$ cat src/rtl/wb_stage_pkg.sv
// wb_stage_pkg: writeback select codes, load funct3 codes and FSM states
package wb_stage_pkg;
  localparam logic [1:0] WB_SEL_ALU = 2'd0;
  localparam logic [1:0] WB_SEL_MEM = 2'd1;
  localparam logic [1:0] WB_SEL_PC4 = 2'd2;
  localparam logic [2:0] FNC_LB  = 3'b000;
  localparam logic [2:0] FNC_LH  = 3'b001;
  localparam logic [2:0] FNC_LW  = 3'b010;
  localparam logic [2:0] FNC_LBU = 3'b100;
  localparam logic [2:0] FNC_LHU = 3'b101;
  typedef enum logic [1:0] {
    ST_IDLE      = 2'd0,
    ST_ACTIVE    = 2'd1,
    ST_LOAD_WAIT = 2'd2
  } wb_state_e;
endpackage

$ cat src/rtl/load_extend.sv
// load_extend: aligns and extends a raw load word by funct3 and byte offset
module load_extend
  import wb_stage_pkg::*;
#(
  parameter int DWIDTH = 32
) (
  input  logic [DWIDTH-1:0] rdata,
  input  logic [2:0]        funct3,
  input  logic [1:0]        off,
  output logic [DWIDTH-1:0] data
);
  logic [7:0]  b;
  logic [15:0] h;
  // halfwords use off[1] only, so misaligned halfwords silently round down
  always_comb begin
    b = rdata[{off, 3'b000} +: 8];
    h = rdata[{off[1], 4'b0000} +: 16];
    data = funct3 == FNC_LB  ? {{(DWIDTH-8){b[7]}}, b} :
           funct3 == FNC_LBU ? {{(DWIDTH-8){1'b0}}, b} :
           funct3 == FNC_LH  ? {{(DWIDTH-16){h[15]}}, h} :
           funct3 == FNC_LHU ? {{(DWIDTH-16){1'b0}}, h} : rdata;
  end
endmodule

$ cat src/rtl/wb_stage.sv
// wb_stage: writeback register, load alignment and load-wait stall FSM
module wb_stage
  import wb_stage_pkg::*;
#(
  parameter int DWIDTH = 32,
  parameter int RWIDTH = 5
) (
  input  logic              clk,
  input  logic              rst_n,
  input  logic              ex_valid,
  input  logic [RWIDTH-1:0] ex_rd,
  input  logic              ex_reg_we,
  input  logic [1:0]        ex_wb_sel,
  input  logic [DWIDTH-1:0] ex_alu_result,
  input  logic [DWIDTH-1:0] ex_pc_plus4,
  input  logic [2:0]        ex_funct3,
  input  logic              flush,
  input  logic [DWIDTH-1:0] dmem_rdata,
  input  logic              dmem_rvalid,
  output logic [RWIDTH-1:0] wb_addr,
  output logic [DWIDTH-1:0] wb_data,
  output logic              is_wb,
  output logic              wb_stall
);
  wb_state_e         state_q;
  logic [RWIDTH-1:0] rd_q;
  logic              we_q;
  logic [2:0]        f3_q;
  logic [1:0]        off_q;
  logic [DWIDTH-1:0] data_q, data_d, ld_data;
  logic              waiting;
  load_extend #(.DWIDTH(DWIDTH)) u_ext (
    .rdata (dmem_rdata),
    .funct3(f3_q),
    .off   (off_q),
    .data  (ld_data)
  );
  // a waiting load bypasses the register so forwarding sees it the cycle it arrives
  always_comb begin
    waiting  = state_q == ST_LOAD_WAIT;
    wb_stall = waiting & ~dmem_rvalid;
    wb_data  = waiting & dmem_rvalid ? ld_data : data_q;
    wb_addr  = rd_q;
    is_wb    = (state_q != ST_IDLE) & we_q & (|rd_q) & (~waiting | dmem_rvalid);
    data_d   = ex_valid & ~flush & (ex_wb_sel != WB_SEL_MEM) ?
               (ex_wb_sel == WB_SEL_PC4 ? ex_pc_plus4 : ex_alu_result) : wb_data;
  end
  // capture the next EX instruction whenever not stalled; bubbles keep the last shown value
  always_ff @(posedge clk or negedge rst_n) begin
    if (!rst_n) begin
      state_q <= ST_IDLE;
      rd_q    <= '0;
      we_q    <= 1'b0;
      f3_q    <= '0;
      off_q   <= '0;
      data_q  <= '0;
    end else if (!wb_stall) begin
      data_q <= data_d;
      if (!ex_valid || flush) begin
        state_q <= ST_IDLE;
        we_q    <= 1'b0;
      end else begin
        rd_q    <= ex_rd;
        we_q    <= ex_reg_we;
        f3_q    <= ex_funct3;
        off_q   <= ex_alu_result[1:0];
        state_q <= ex_wb_sel == WB_SEL_MEM ? ST_LOAD_WAIT : ST_ACTIVE;
      end
    end
  end
endmodule

$ cat config.mk
export PLATFORM = sky130hd
export DESIGN_NAME = wb_stage
export DESIGN_NICKNAME = d
export VERILOG_FILES = /design/src/rtl/wb_stage_pkg.sv /design/src/rtl/load_extend.sv /design/src/rtl/wb_stage.sv
export SDC_FILE = /design/constraint.sdc
export NUM_CORES = 1
export LEC_CHECK = 0
export CORE_MARGIN = 2
export CORE_UTILIZATION = 46
export DETAILED_ROUTE_END_ITERATION = 6
export HOLD_SLACK_MARGIN = 0.15
export PLACE_DENSITY = 0.88
export SYNTH_ARGS = -nofsm -noshare
export SYNTH_HDL_FRONTEND = slang
export SYNTH_SLANG_ARGS = --single-unit
$ cat constraint.sdc
create_clock -name clk -period 4.1 [get_ports clk]
set_clock_uncertainty 0.05 [all_clocks]
set_input_delay 0.82 -clock clk [delete_from_list [all_inputs] [get_ports clk]]
set_output_delay 0.82 -clock clk [all_outputs]
set_load 0.005 [all_outputs]
==> Implementation_results.wiki <==
{| class="wikitable"
! Metric !! Value
|-
| Most prevalent standard cell on the critical path || sky130_fd_sc_hd__clkdlybuf4s50_1
|-
| Type of the setup path with the least slack || primary input to primary output
|-
| Syn nets || 522
|-
| GR Util All Layers || 30.5%
|-
| Synth Instances || 410
|-
| Maximum level of the CTS H-tree || 2
|-
| Hold buffer count at CTS || 0
|-
| Power consumption || 1.65 mW
|-
| Max Cap Viol || 0
|-
| Die Span X || 88.6 um
|-
| Fraction of final layout cells sized beyond drive strength 1 || 8.56%
|-
| Final hold vios || 0
|-
| Ant. Diodes || 0
|-
| Worst Setup End Kind || primary output
|-
| I/O Buffers || 150
|-
| Total area of multi-input combinational cells || 2030 sq um
|-
| CTS tree || yes
|-
| Sum of overflow across all layers after global routing || 0
|-
| CP max stage delay || 460 ps
|-
| Fraction of the core area covered by cells at the end of the flow || 72.1%
|-
| Maximum VDD drop || 0.208 mV
|-
| Number of setup buffers added after CTS || 0
|-
| Number of design-rule violations left by the first detailed-router iteration || 250
|-
| Clk network pwr share || 18.4%
|-
| Async SR Flop Fraction || 100%
|-
| Number of warnings reported in the yosys synthesis log || 0
|-
| Yosys cell types || 46
|-
| Total vias in the final route || 3834
|-
| Switching share of total power || 34.6%
|-
| Max-slew headroom at the worst pin || 30.1%
|-
| Number of antenna violations at the first check in global routing || 0
|-
| Int Pwr || 1.08 mW
|-
| Synthesized area || 3290 sq um
|-
| Number of global-route vias before repair || 3822
|-
| Ordered cell list for the critical path || clkdlybuf4s50_1 > mux2_4 > a22oi_4 > nor2_8 > a221o_1 > mux2_2 > clkdlybuf4s50_1
|-
| Sum Neg Setup Slack || 0 ps
|-
| Critical path required time || 3230 ps
|-
| CTS root buf || sky130_fd_sc_hd__clkbuf_8
|-
| Pin count of the biggest net entering global routing || 46
|-
| Hold crit path type || flop to flop
|-
| Sequential cell area || 1130 sq um
|-
| PwrDens || 332 nW/um^2
|-
| Share of the cycle needed by the critical path after routing || 95.4%
|-
| Area enclosed by the die boundary || 7850 sq um
|-
| Remaining antenna violation count || 0
|-
| Number of top-level design ports || 151
|-
| Cell with the biggest individual delay on the critical path || sky130_fd_sc_hd__clkdlybuf4s50_1
|-
| Combinational fraction of design power || 44.4%
|-
| Number of nets in the layout || 660
|-
| Area added between synthesis and finish || 50.6%
|-
| Routed length per instance || 18.4 um
|-
| Critical Path AT || 3040 ps
|-
| Worst-Margin Slew || 1050 ps
|-
| Worst-case hold slack || 465 ps
|-
| Vias/cell || 5.94
|-
| Starting density of the core || 47.9%
|-
| CTS clk-pin slew, worst paths || 100 ps
|-
| Sequential cell area fraction in the yosys report || 34.2%
|-
| Switching power of the nets || 0.570 mW
|-
| Setup repair after global routing missed its margin || false
|-
| Maximum fanout along the worst path || 17
|-
| Residual DRC count || 0
|-
| Wire length of the first global-routing pass || 18700 um
|-
| Core region area || 6870 sq um
|-
| Main flop type after synthesis || sky130_fd_sc_hd__dfrtp_1
|-
| Endpoints failing setup || 0
|-
| Leakage power of the design || 1.96 nW
|-
| Clock Latency Late Sink || 310 ps
|-
| Number of enable flip-flop cells after synthesis || 0
|-
| Final critical delay including setup and external delays || 3910 ps
|-
| Buf/Inv on CP || 2
|-
| GPL Wtd Cong || 0.874
|-
| Average size of a mapped cell || 8.03 sq um
|-
| Maximum clock frequency || 256 MHz
|-
| Total wire length || 11900 um
|-
| Outcome || finished clean
|-
| Number of buffers between clock root and the deepest sink || 2
|-
| Final max-slew violation count || 0
|-
| Number of instances resized during post-cts repair || 0
|-
| Drt first pass iters || 5
|-
| Num rows || 30
|-
| Register bit total from synthesis || 45
|-
| Clock sink count || 45
|-
| Sequential share of power || 37.2%
|-
| DIE HEIGHT || 88.6 um
|-
| Final-layout fill cell count || 514
|-
| Number of clock buffers inserted by TritonCTS || 5
|-
| Cell type group with the largest total delay on the critical path || buffers and inverters
|-
| Detailed Place HPWL || 8860 um
|-
| Worst Setup Start Kind || primary input
|}
## tightest hold or removal path, stage by stage, from the launching register on
cell                      delay [ps]
sky130_fd_sc_hd__dfrtp_1         370
sky130_fd_sc_hd__nand2_1          50
sky130_fd_sc_hd__o21ai_0          70
## cells by family after synthesis
group | count (synthesis) | share of synthesized area [%]
AO/OA/AOI/OAI | 113 | 27.6
buffers and inverters | 31 | 4.29
flip-flops | 45 | 34.2
multiplexers | 24 | 7.87
AND/OR/NAND/NOR | 197 | 26.1
## state kept, by name (all words and copies together), names as in the netlist
register  count
f3_q          3
data_q       32
wb_addr       5
we_q          1
state_q       2
off_q         2
## layout by cell type, fill, tap and decap left out, types with 2 or more instances in the layout
| cell type | Yosys | routed |
|---|---|---|
| sky130_fd_sc_hd__a21boi_0 | 7 | 7 |
| sky130_fd_sc_hd__o22ai_1 | 4 | 4 |
| sky130_fd_sc_hd__nand2_1 | 58 | 58 |
| sky130_fd_sc_hd__buf_4 | 0 | 11 |
| sky130_fd_sc_hd__o22a_1 | 8 | 8 |
| sky130_fd_sc_hd__mux2_2 | 11 | 11 |
| sky130_fd_sc_hd__nor3b_2 | 2 | 2 |
| sky130_fd_sc_hd__dfrtp_1 | 45 | 45 |
| sky130_fd_sc_hd__o31ai_1 | 8 | 8 |
| sky130_fd_sc_hd__a221oi_1 | 18 | 18 |
| sky130_fd_sc_hd__nor3b_1 | 4 | 4 |
| sky130_fd_sc_hd__clkdlybuf4s50_1 | 0 | 149 |
| sky130_fd_sc_hd__a2111oi_2 | 6 | 6 |
| sky130_fd_sc_hd__nor2_1 | 98 | 98 |
| sky130_fd_sc_hd__mux2i_1 | 12 | 12 |
| sky130_fd_sc_hd__o221ai_1 | 3 | 3 |
| sky130_fd_sc_hd__nor2b_1 | 4 | 3 |
| sky130_fd_sc_hd__a21oi_1 | 17 | 16 |
| sky130_fd_sc_hd__a31oi_1 | 2 | 2 |
| sky130_fd_sc_hd__clkbuf_8 | 0 | 6 |
| sky130_fd_sc_hd__nand3_1 | 5 | 5 |
| sky130_fd_sc_hd__a22o_1 | 5 | 5 |
| sky130_fd_sc_hd__a22oi_1 | 8 | 8 |
| sky130_fd_sc_hd__o21ai_0 | 11 | 11 |
| sky130_fd_sc_hd__a311oi_1 | 8 | 8 |
| sky130_fd_sc_hd__nor3_1 | 12 | 12 |
| sky130_fd_sc_hd__nand2b_1 | 6 | 6 |
## final cells by class
class	count	area share (%)
Multi-Input combinational cell	334	41.0
Inverter	1	0.0757
Sequential cell	45	22.7
Clock inverter	2	0.278
Clock buffer	6	1.67
Timing Repair Buffer	161	31.9
Tap cell	96	2.42
## synthesized netlist by cell type (3+ instances only)
master / number / area, sq um
sky130_fd_sc_hd__nor2_1: 98 / 368
sky130_fd_sc_hd__nand2_1: 58 / 218
sky130_fd_sc_hd__dfrtp_1: 45 / 1130
sky130_fd_sc_hd__a221oi_1: 18 / 158
sky130_fd_sc_hd__a21oi_1: 17 / 85.1
sky130_fd_sc_hd__clkbuf_1: 16 / 60.1
sky130_fd_sc_hd__mux2i_1: 12 / 120
sky130_fd_sc_hd__nor3_1: 12 / 60.1
sky130_fd_sc_hd__mux2_2: 11 / 124
sky130_fd_sc_hd__o21ai_0: 11 / 55.1
sky130_fd_sc_hd__a22oi_1: 8 / 60.1
sky130_fd_sc_hd__a311oi_1: 8 / 70.1
sky130_fd_sc_hd__buf_2: 8 / 40.0
sky130_fd_sc_hd__o22a_1: 8 / 70.1
sky130_fd_sc_hd__o31ai_1: 8 / 60.1
sky130_fd_sc_hd__a21boi_0: 7 / 52.6
sky130_fd_sc_hd__a2111oi_2: 6 / 90.1
sky130_fd_sc_hd__nand2b_1: 6 / 37.5
sky130_fd_sc_hd__a22o_1: 5 / 43.8
sky130_fd_sc_hd__nand3_1: 5 / 25.0
sky130_fd_sc_hd__buf_1: 4 / 15.0
sky130_fd_sc_hd__nor2b_1: 4 / 25.0
sky130_fd_sc_hd__nor3b_1: 4 / 30.0
sky130_fd_sc_hd__o22ai_1: 4 / 25.0
sky130_fd_sc_hd__o221ai_1: 3 / 26.3
## metrics by stage
| step | setup WS (ps) | cell area [sq um] | std cells |
|---|---|---|---|
| final | 190 | 4960 | 645 |
| after global routing | 131 | 4960 | 645 |
| after CTS | 212 | 4960 | 645 |
| after detailed placement | 222 | 4860 | 637 |
| after global placement | 287 | 4860 | 637 |
| after floorplan | 1270 | 3290 | 410 |
## power groups by stage
stage	clock network [mW]	registers, mW	logic [mW]
after CTS	0.306	0.610	0.729
after global placement	0	0.611	0.705
after global routing	0.322	0.623	0.797
final	0.303	0.613	0.731
after floorplan	0	0.583	0.373
after detailed placement	0	0.618	0.723
## layer usage
layer | track usage (%) | vias to the layer above | wire, um | part of all wire, %
li1 | - | 1770 | - | -
met1 | 39.9 | 1820 | 4880 | 41
met2 | 52.6 | 224 | 5780 | 49
met3 | 5.41 | 20 | 1010 | 8.5
met4 | 7.30 | 0 | 203 | 1.7
met5 | 0 | - | 0 | 0
## final timing paths
check                                       from                endpoint  slack (ps)  cells past startpoint
setup reg to reg             f3_q[1]$_DFFE_PN0P_   data_q[4]$_DFFE_PN0N_        1810                      4
min in group asynchronous                  rst_n   data_q[9]$_DFFE_PN0N_         620                      1
hold reg to reg            data_q[7]$_DFFE_PN0N_   data_q[7]$_DFFE_PN0N_         460                      2
max in group asynchronous                  rst_n  data_q[22]$_DFFE_PN0N_        2700                      1
hold / removal             data_q[7]$_DFFE_PN0N_   data_q[7]$_DFFE_PN0N_         460                      2
setup / recovery                  dmem_rdata[31]             wb_data[31]         190                      7
Note: power is estimated with default switching activity, not from simulation.
